$ cat config.mk
export PLATFORM = sky130hd
export DESIGN_NAME = bin_to_bcd_seq
export DESIGN_NICKNAME = d
export VERILOG_FILES = /design/src/rtl/bin_to_bcd_seq.sv
export SDC_FILE = /design/constraint.sdc
export NUM_CORES = 1
export LEC_CHECK = 0
export CAP_MARGIN = 20
export CORE_ASPECT_RATIO = 0.6
export CORE_UTILIZATION = 50
export DETAILED_ROUTE_END_ITERATION = 10
export PLACE_DENSITY_LB_ADDON = 0.05
export SLEW_MARGIN = 10
export SYNTH_ARGS = -nofsm -noshare
export SYNTH_HDL_FRONTEND = slang
export SYNTH_SLANG_ARGS = --single-unit
$ cat constraint.sdc
create_clock -name clk -period 2.25 [get_ports clk]
set_input_delay 0.45 -clock clk [delete_from_list [all_inputs] [get_ports clk]]
set_output_delay 0.45 -clock clk [all_outputs]
set_load 0.02 [all_outputs]
$ cat src/rtl/bin_to_bcd_seq.sv
// bin_to_bcd_seq
//   Sequential binary-to-BCD converter (shift-and-add-3 / double dabble).
//   One input bit is consumed per clock. The last result is held stable for a
//   multiplexed display. Values above 10^DIGITS-1 saturate to all nines and
//   raise ovf.
//
// Parameters
//   IN_W    width of the binary input (4..32)
//   DIGITS  BCD digits presented on bcd (1..9)
//
// Ports
//   clk        system clock
//   resetn     asynchronous active-low reset
//   num_bit    binary value, sampled only when in_valid && in_ready
//   in_valid   conversion request
//   in_ready   high in IDLE
//   bcd        packed BCD result, digit i at [4i+3:4i], digit 0 least significant
//   ovf        last result exceeded 10^DIGITS-1
//   out_valid  one-cycle pulse when bcd/ovf/blank update
//   blank      leading-zero blank mask
//
// Optional feature
//   BCD_BLANK_EN  when defined, blank is registered with bcd. When it is not
//                 defined, blank is tied to zero and no blank logic exists.

module bin_to_bcd_seq #(
  parameter int IN_W   = 32,
  parameter int DIGITS = 8
) (
  input  logic                  clk,
  input  logic                  resetn,
  input  logic [IN_W-1:0]       num_bit,
  input  logic                  in_valid,
  output logic                  in_ready,
  output logic [4*DIGITS-1:0]   bcd,
  output logic                  ovf,
  output logic                  out_valid,
  output logic [DIGITS-1:0]     blank
);

  // Number of decimal digits needed to hold 2^w-1.
  function automatic int calc_ni(input int w);
    longint unsigned v;
    int n;
    v = (64'd1 << w) - 64'd1;
    n = 0;
    while (v != 64'd0) begin
      v = v / 64'd10;
      n++;
    end
    return n;
  endfunction

  localparam int NI = calc_ni(IN_W);
  // The accumulator is never narrower than the output. Any padding digits
  // stay zero.
  localparam int NA = (NI > DIGITS) ? NI : DIGITS;
  localparam int CW = $clog2(IN_W + 1);

  typedef enum logic [1:0] {IDLE, SHIFT, DONE} state_t;

  state_t            state, state_nxt;
  logic [IN_W-1:0]   sr;
  logic [4*NA-1:0]   acc, adj;
  logic [CW-1:0]     cnt;
  logic              accept;
  logic              hi_nz;
  logic [4*DIGITS-1:0] res_bcd;

  assign accept = in_valid && in_ready;

  // ---------------- FSM: state register ----------------
  always_ff @(posedge clk or negedge resetn) begin
    if (!resetn) state <= IDLE;
    else         state <= state_nxt;
  end

  // ---------------- FSM: next state ----------------
  always_comb begin
    state_nxt = state;
    case (state)
      IDLE:    if (accept) state_nxt = SHIFT;
      SHIFT:   if (cnt == CW'(IN_W - 1)) state_nxt = DONE;
      DONE:    state_nxt = IDLE;
      default: state_nxt = IDLE;
    endcase
  end

  // ---------------- FSM: outputs ----------------
  always_comb begin
    in_ready = (state == IDLE);
  end

  // Add 3 to every digit >= 5 before the shift. Each digit is corrected
  // independently, so no carry passes between digits.
  always_comb begin
    adj = acc;
    for (int i = 0; i < NA; i++)
      if (acc[4*i +: 4] >= 4'd5) adj[4*i +: 4] = acc[4*i +: 4] + 4'd3;
  end

  // Overflow means that a digit above the presented window is nonzero.
  generate
    if (NA > DIGITS) begin : g_hi
      assign hi_nz = |acc[4*NA-1:4*DIGITS];
    end else begin : g_nohi
      assign hi_nz = 1'b0;
    end
  endgenerate

  assign res_bcd = hi_nz ? {DIGITS{4'h9}} : acc[4*DIGITS-1:0];

  // ---------------- datapath ----------------
  always_ff @(posedge clk or negedge resetn) begin
    if (!resetn) begin
      sr  <= '0;
      acc <= '0;
      cnt <= '0;
    end else begin
      case (state)
        IDLE: if (accept) begin
          sr  <= num_bit;
          acc <= '0;
          cnt <= '0;
        end
        SHIFT: begin
          acc <= {adj[4*NA-2:0], sr[IN_W-1]};
          sr  <= {sr[IN_W-2:0], 1'b0};
          cnt <= cnt + 1'b1;
        end
        default: ;
      endcase
    end
  end

  // Results are registered on the edge that leaves DONE and then held
  // until the next conversion completes.
  always_ff @(posedge clk or negedge resetn) begin
    if (!resetn) begin
      bcd       <= '0;
      ovf       <= 1'b0;
      out_valid <= 1'b0;
    end else begin
      out_valid <= (state == DONE);
      if (state == DONE) begin
        bcd <= res_bcd;
        ovf <= hi_nz;
      end
    end
  end

`ifdef BCD_BLANK_EN
  logic [DIGITS-1:0] res_blank;

  // Walk down from the top digit. blank[i] stays set while every digit
  // at index i or above is zero. Digit 0 is never blanked, and no digit
  // is blanked for a saturated result.
  always_comb begin
    logic zero_above;
    res_blank  = '0;
    zero_above = 1'b1;
    for (int i = DIGITS - 1; i >= 1; i--) begin
      zero_above   = zero_above & (res_bcd[4*i +: 4] == 4'd0);
      res_blank[i] = zero_above & ~hi_nz;
    end
  end

  always_ff @(posedge clk or negedge resetn) begin
    if (!resetn)             blank <= '0;
    else if (state == DONE)  blank <= res_blank;
  end
`else
  assign blank = '0;
`endif

endmodule
After elaboration in Yosys (flattened, before gate mapping):

Cells that the tools add are included.
W data, S select, Z words.

* flip-flop bits (word level): 114
* input bits: 35
* output and inout bits: 43
* logic and storage cells: 59

* add/subtract/negate cells: 11
* magnitude comparators: 10
* equality and inequality tests: 5
* muxes and demuxes: 20
* reductions and logical operators: 6

Operator list (number)
* $pmux W40 S2: 1
* $mux W32: 2
* $pmux W32 S2: 1
* $ge A4 B3 Y1 const B: 10
* $mux W40: 1
* $add A4 B2 Y4 const B: 9
* $mux W4: 9
* $pmux W6 S2: 1
* $reduce_or A8 Y1: 1
* $add A6 B1 Y6 const B: 1
* $eq A6 B5 Y1 const B: 1
* $mux W6: 1
* $mux W2: 2
* $pmux W2 S2: 1
* $reduce_and A2 Y1: 2
* $add A3 B2 Y3 const B: 1
* $mux W3: 1
* $eq A2 B1 Y1 const B: 1
* $eq A2 B2 Y1 const B: 1
* $logic_not A2 Y1: 1
* $ne A2 B1 Y1 const B: 1
* $ne A2 B2 Y1 const B: 1
* $reduce_bool A2 Y1: 1
* $logic_and A1 B1 Y1: 1

Logic depth before layout (Yosys ltp):

Gate-level depths: netlist of run 1.

* word-level depth: 4
* gate-level depth with buffers: 6
* depth with buffers taken out: 5

Least setup slack after synthesis of run 1:

No wires, ideal clock.

* kind: register to output
* start: reg state[0]
* end: out in_ready
* data arrival time: 1.018 ns
* required time: 1.800 ns
* path slack: 0.782 ns
* cell stages (with the launch flop): 4
* buffers on the path: 2
* cells stage by stage: dfrtp_1 -> buf_2 -> buf_1 -> nor2_1

* word-level cells in the longest chain between the ends: 1

RTL lines
* from (decl): line 62 `state_t state, state_nxt;`
* from (signal assigned): line 75 `else state <= state_nxt;`
* $logic_not A2 Y1: line 91 `in_ready = (state == IDLE);`
* to (decl): line 34 `output logic in_ready,`

Every way passes these cells.

Worst setup path after layout of run 1:

* start: reg state[1]
* end: out in_ready

The elaborated chain is that of the path after synthesis.

==> flow_metrics.env, run 1 <==
export IMPL_synth_area_um2=5652
export IMPL_dieArea_um2=11750
export IMPL_num_rows=29
export IMPL_slew_headroom_pct=63.90
export IMPL_synth_compound_area_share_pct=26.28
export IMPL_synth_ff_type="dfrtp_1"
export IMPL_synth_xor_area_share_pct=1.550
export IMPL_power_frac_comb_pct=34.8
export IMPL_fillCellCount=836
export IMPL_violations="design-rule violations"
export IMPL_p_leak_nw=3.029
export IMPL_fin_crit_sh_pct=88.15
export IMPL_root_buffer="clkbuf_16"
export IMPL_diodes=0
export IMPL_cts_hold_buf=0
export IMPL_min_period_ns=1.983
export IMPL_cp_slowest_stage_delay_ns=0.61
export IMPL_initial_core_util_pct=52.44
export IMPL_gp_congestion=0.8029
export IMPL_drive_above_1_share_pct=9.936
export IMPL_switching_share_pct=35.15
export IMPL_drc=7
export IMPL_synth_edf_count=0
export IMPL_dpl_hpwl_um=8518
export IMPL_place_inst=731
export IMPL_yosysSeqAreaShare_pct=50.48
export IMPL_fin_skew_ns=0.007907
export IMPL_ir_drop_uv=661.0
export IMPL_crit_type="register to primary output"
export IMPL_core_area_um2=10780
export IMPL_grt_overflow_total=0
export IMPL_area_growth_pct=25.17
export IMPL_yosys_register_bits=114
export IMPL_grt_pass1_vias=4326
export IMPL_grt_pass1_wl_um=21360
export IMPL_tightest_slew_ns=0.5415
export IMPL_grt_use_total_pct=22.98
export IMPL_grt_setup_unrepaired="no"
export IMPL_hold_class="input pin to async pin"
export IMPL_async_flop_share_pct=100.0
export IMPL_wl_per_cell_um=17.03
export IMPL_final_max_slew_viol_count=0
export IMPL_power_internal_w=0.006002
export IMPL_synthMuxAreaShare_pct=0
export IMPL_cts_sinks=114
export IMPL_synth_top_area_share_pct=50.48
export IMPL_synthSimpleGateAreaFrac_pct=8.789
export IMPL_grt_max_degree=49
export IMPL_path_cells="nor2_1 > clkdlybuf4s50_1"
export IMPL_power_share_clock_pct=30.9
export IMPL_crit_path_end_kind="primary output"
export IMPL_io_buffer_count=69
export IMPL_arrival_ns=1.53
export IMPL_viasPerCell=5.856
export IMPL_synth_top_area_cell="dfrtp_1"
export IMPL_crit_buf_inv=1
export IMPL_place_worst_setup_slack_ns=0.4247
export IMPL_fin_nets=669
export IMPL_worst_slack_ns=0.2667
export IMPL_num_vias=4468
export IMPL_drt_first_pass_iters=9
export IMPL_wirelength_um=12990
export IMPL_pwr_share_seq_pct=34.2
export IMPL_p_switching_w=0.003253
export IMPL_crit_required_ns=1.80
export IMPL_crit_path_start_kind="register"
export IMPL_status="complete, but fails checks"
export IMPL_avgSynthCellArea_um2=10.31
export IMPL_final_cells=763
export IMPL_synth_area_leaders="dfrtp_1 50%, ha_1 5.1%, nand2_1 4.9%"
export IMPL_drt_initial_drc_count=372
export IMPL_synth_top_family_by_area="compound AO/OA/AOI/OAI gates"
export IMPL_yosys_warnings=0
export IMPL_synth_cell_types=42
export IMPL_path_max_fanout=3
export IMPL_clkTransAtPathRegs_ns=0.06
export IMPL_cts_buffers=17
export IMPL_antenna_found_initial=0
export IMPL_post_cts_buffers=0
export IMPL_num_io_pins=78
export IMPL_cts_tree="done"
export IMPL_syn_instance_count=548
export IMPL_cts_resized=0
export IMPL_powerDensity_nw_per_um2=1308
export IMPL_crit_family="buffers and inverters"
export IMPL_htree_levels=4
export IMPL_setup_viol=0
export IMPL_cap_violations=0
export IMPL_fmax_mhz=504.2
export IMPL_postRouteAntennaNets=0
export IMPL_synthAdderAreaFrac_pct=5.092
export IMPL_chipHeight_um=84.35
export IMPL_hold_viol_final=0
export IMPL_crit_path_top_delay_cell="clkdlybuf4s50_1"
export IMPL_clk_latency_ns=0.41
export IMPL_fin_tns_setup_ns=0
export IMPL_cts_buffer_depth=2
export IMPL_die_w_um=139.3
==> synth_stat cells (3+ instances only) <==
cell	number
ha_1	23
nand2_1	74
o21ai_0	45
o221ai_1	10
buf_4	14
buf_6	3
o2111ai_1	20
a31oi_1	16
nor2_1	17
nor2b_1	12
o31ai_1	16
inv_1	42
o21a_1	10
nand2b_1	3
a32o_1	11
o32ai_1	9
buf_1	5
o311ai_1	4
a22oi_1	31
dfrtp_1	114
xnor2_1	9
clkbuf_1	9
o31ai_2	10
o311ai_0	7
buf_2	14
==> sequential cells by signal, indices dropped and copies added (netlist names) <==
signal     flops
acc           40
bcd           32
sr            32
cnt            6
state          2
out_valid      1
ovf            1
==> cells in the final DEF, fill, tap and decap left out, types with 11 or more instances in the layout <==
cell / Yosys / final
nor2_1: 17 / 17
inv_1: 42 / 42
dfrtp_1: 114 / 114
a22oi_1: 31 / 31
o21ai_0: 45 / 45
clkbuf_16: 0 / 17
nand2_1: 74 / 74
nor2b_1: 12 / 11
o31ai_1: 16 / 16
o2111ai_1: 20 / 20
a31oi_1: 16 / 16
ha_1: 23 / 23
clkdlybuf4s50_1: 0 / 68
a32o_1: 11 / 11
==> final timing paths <==
check                                     start             endpoint  slack [ns]  depth (start not counted)
min                                      resetn   bcd[3]$_DFFE_PN0P_       0.006                          1
min in group clk                ovf$_DFFE_PN0P_      ovf$_DFFE_PN0P_        0.48                          2
max reg2reg                state[1]$_DFFE_PN0P_  acc[14]$_DFFE_PN0P_        0.47                          5
max in group asynchronous                resetn  acc[24]$_DFFE_PN0P_        1.61                          2
max                        state[1]$_DFFE_PN0P_             in_ready        0.27                          2
min reg2reg                     ovf$_DFFE_PN0P_      ovf$_DFFE_PN0P_        0.48                          2
==> layer usage <==
| metal | global-route usage (%) | share of wire, % | vias to the layer above |
|---|---|---|---|
| met1 | 31.90 | 48 | 2209 |
| met3 | 5.077 | 4.6 | 10 |
| li1 | - | - | 2118 |
| met5 | 0 | 0 | - |
| met2 | 36.09 | 46 | 131 |
| met4 | 7.273 | 0.89 | 0 |
==> stage by stage <==
step	area, um^2	hold WS, ns	util (%)	total power [W]
2_1_floorplan	5678	0.1544	-	0.005480
3_3_place_gp	6445	0.4468	59.80	0.006185
3_5_place_dp	6445	0.4598	59.80	0.006363
4_1_cts	7074	0.02789	65.65	0.009287
5_1_grt	7074	0.03945	65.65	0.009838
6_report	7074	0.006380	65.65	0.009255
==> power by group through the flow <==
stage,clock [W],sequential (W),combinational (W)
after floorplan,0,0.00313,0.00235
after global placement,0,0.00314,0.00304
after detailed placement,0,0.00318,0.00318
after CTS,0.00291,0.00316,0.00322
after global routing,0.00301,0.00325,0.00357
final,0.00286,0.00317,0.00322
==> cells by family after synthesis <==
| kind of cell | after synthesis |
|---|---|
| DFF | 114 |
| and+or+nand+nor | 114 |
| xor gates and xnor gates | 10 |
| other | 1 |
| buffers and inverters | 89 |
| AOI/OAI and AO/OA | 197 |
| adders and majority gates | 23 |
==> cell type report <==
class	count	area, um^2	share of cell area, %
multi-input cells	352	2401	33.94
inverters	43	161.4	2.282
well taps	139	173.9	2.458
repair buffers	83	855.8	12.10
clock buffers	22	474.2	6.703
flip-flops and latches	114	2853	40.33
clock inverters	10	155.1	2.193
No activity file was read; power rests on OpenSTA's default activity.
==> inputs of run 2 (changes only) <==
--- a/config.mk
+++ b/config.mk
@@ -7,10 +7,10 @@
 export LEC_CHECK = 0
 export CAP_MARGIN = 20
 export CORE_ASPECT_RATIO = 0.6
+export CORE_MARGIN = 2
 export CORE_UTILIZATION = 50
 export DETAILED_ROUTE_END_ITERATION = 10
 export PLACE_DENSITY_LB_ADDON = 0.05
-export SLEW_MARGIN = 10
 export SYNTH_ARGS = -nofsm -noshare
 export SYNTH_HDL_FRONTEND = slang
 export SYNTH_SLANG_ARGS = --single-unit
==> run 2 against run 1 <==
  * The flow now finishes without violations
  * Clock power fell by 2%
  * Worst hold slack better by 0.41 ns
  * Power shrank 0.49%
  * Sequential share of layout area decreased by 0.071 points
  * Utilization fell by 2.1 points
  * Design area up 0.18%
  * Final cell count increased by 1.2%
  * Critical path type unchanged
  * Critical endpoint unchanged
  * Largest cell class unchanged
  * Largest power group unchanged
  * Highest routed layer unchanged
==> flow_metrics.env, run 2 (same netlist as run 1, synthesis figures left out) <==
export IMPL_status="complete, no violations"
export IMPL_io_buffer_count=69
export IMPL_tightest_slew_ns=0.5590
export IMPL_crit_path_top_delay_cell="clkdlybuf4s50_1"
export IMPL_grt_setup_unrepaired="no"
export IMPL_final_cell_mix="114 x dfrtp_1, 74 x nand2_1, 68 x clkdlybuf4s50_1, 45 x o21ai_0, 42 x inv_1"
export IMPL_worst_r2r_startpoint="state[0]$_DFFE_PN0P_"
export IMPL_min_period_ns=2.119
export IMPL_regMostFlops="acc"
export IMPL_fmax_mhz=471.9
export IMPL_largest_reg_flops=40
export IMPL_num_rows=30
export IMPL_viasPerCell=5.799
export IMPL_fin_crit_sh_pct=94.19
export IMPL_reg_top3="acc: 40 flops, bcd: 32 flops, sr: 32 flops"
export IMPL_clkTransAtPathRegs_ns=0.05
export IMPL_clk_latency_ns=0.41
export IMPL_slew_headroom_pct=62.68
export IMPL_initial_core_util_pct=50.70
export IMPL_cap_violations=0
export IMPL_grt_overflow_total=0
export IMPL_drc=0
export IMPL_setup_viol=0
export IMPL_rrSetupSlack_ns=0.58
export IMPL_antenna_found_initial=0
export IMPL_cts_buffer_depth=2
export IMPL_htree_levels=4
export IMPL_cts_tree="done"
export IMPL_num_vias=4477
export IMPL_fin_tns_setup_ns=0
export IMPL_crit_path_end_kind="primary output"
export IMPL_arrival_ns=1.67
export IMPL_fin_nets=673
export IMPL_reg2reg_depth=5
export IMPL_grt_pass1_vias=4344
export IMPL_cts_sinks=114
export IMPL_dpl_cell_area_um2=6461
export IMPL_hold_viol_final=0
export IMPL_drive_above_1_share_pct=10.35
export IMPL_wl_per_cell_um=17.29
export IMPL_dpl_hpwl_um=8660
export IMPL_fin_skew_ns=0.006452
export IMPL_path_max_fanout=8
export IMPL_grt_pass1_wl_um=21940
export IMPL_chipHeight_um=86.35
export IMPL_drt_first_pass_iters=5
export IMPL_diodes=0
export IMPL_crit_path_start_kind="register"
export IMPL_wirelength_um=13350
export IMPL_num_io_pins=78
export IMPL_cts_buffers=17
export IMPL_path_cells="nor2_1 > clkdlybuf4s50_1"
export IMPL_cp_slowest_stage_delay_ns=0.63
export IMPL_final_cell_area_um2=7087
export IMPL_dieArea_um2=12200
export IMPL_reg2reg_to="cnt[2]$_DFFE_PN0P_"
export IMPL_die_w_um=141.3
export IMPL_ir_drop_uv=645.8
export IMPL_root_buffer="clkbuf_16"
export IMPL_crit_required_ns=1.80
export IMPL_grt_max_degree=49
export IMPL_postRouteAntennaNets=0
export IMPL_area_growth_pct=25.39
export IMPL_crit_type="register to primary output"
export IMPL_final_common_cell="dfrtp_1"
export IMPL_grt_use_total_pct=23.03
export IMPL_drt_initial_drc_count=268
export IMPL_gp_congestion=0.7927
export IMPL_hold_class="input pin to async pin"
export IMPL_final_max_slew_viol_count=0
export IMPL_post_cts_buffers=0
export IMPL_powerDensity_nw_per_um2=1300
export IMPL_p_leak_nw=3.033
export IMPL_core_area_um2=11150
-- run 2: cell count changes in the layout (fill, tap and decap cells not counted), sizes merged --
cell / change
buf: +3
bufinv: -1
clkbuf: +1
clkinv: -1
clkinvlp: +1
dlygate4sd3: +1
-- run 2: timing repair --
| action | 4_1_cts | 5_1_grt |
|---|---|---|
| endpoints found under the hold margin | 8 | 0 |
| hold buffers | 1 | 0 |
| gates resized for setup | 0 | 0 |
-- run 2: layout make-up --
type | instances | area (um^2)
fill | 879 | 4061
sequential | 114 | 2853
multi-input combinational | 352 | 2401
timing repair buffer | 87 | 875.8
clock buffer | 23 | 488.0
tap | 144 | 180.2
inverter | 43 | 161.4
clock inverter | 9 | 127.6
-- run 2: worst max path at each step --
| stage | from | endpoint | slack (ns) | cells after the start |
|---|---|---|---|---|
| after floorplan | state[0]$_DFFE_PN0P_ | in_ready | 0.78 | 3 |
| after global placement | in_valid | cnt[2]$_DFFE_PN0P_ | 0.42 | 5 |
| after detailed placement | in_valid | cnt[2]$_DFFE_PN0P_ | 0.41 | 5 |
| after CTS | state[0]$_DFFE_PN0P_ | in_ready | 0.12 | 2 |
| after global routing | state[0]$_DFFE_PN0P_ | in_ready | 0.08 | 2 |
| final | state[0]$_DFFE_PN0P_ | in_ready | 0.13 | 2 |
-- run 2: stage by stage --
| step | instances | setup WS (ns) | power [W] | hold slack (ns) | utilization (%) |
|---|---|---|---|---|---|
| 2_1_floorplan | 555 | 0.7822 | 0.005480 | 0.1544 | - |
| 3_3_place_gp | 739 | 0.4175 | 0.006230 | 0.2960 | 57.96 |
| 3_5_place_dp | 739 | 0.4099 | 0.006372 | 0.2975 | 57.96 |
| 4_1_cts | 772 | 0.1208 | 0.009223 | 0.4025 | 63.57 |
| 5_1_grt | 772 | 0.08045 | 0.009800 | 0.4297 | 63.57 |
| 6_report | 772 | 0.1307 | 0.009210 | 0.4144 | 63.57 |
-- run 2: per-layer routing --
| layer | GRT usage [%] | share of wire (%) |
|---|---|---|
| met1 | 34.43 | 51 |
| met2 | 32.70 | 43 |
| met3 | 5.028 | 5.2 |
| met4 | 9.273 | 1.3 |
| met5 | 0 | 0 |
-- run 2: power breakdown --
group / total (W) / switching [W] / internal [W] / leakage [nW]
Clock: 0.00280 / 0.000952 / 0.00185 / 0.295
Combinational: 0.00322 / 0.00183 / 0.00139 / 1.23
Sequential: 0.00319 / 0.000496 / 0.00269 / 1.51
-- run 2: critical path, delay by kind of cell, from the launching register on --
kind          cells  cell delay (ns)
flops             1             0.45
buf+inv           1             0.63
simple gates      1             0.17
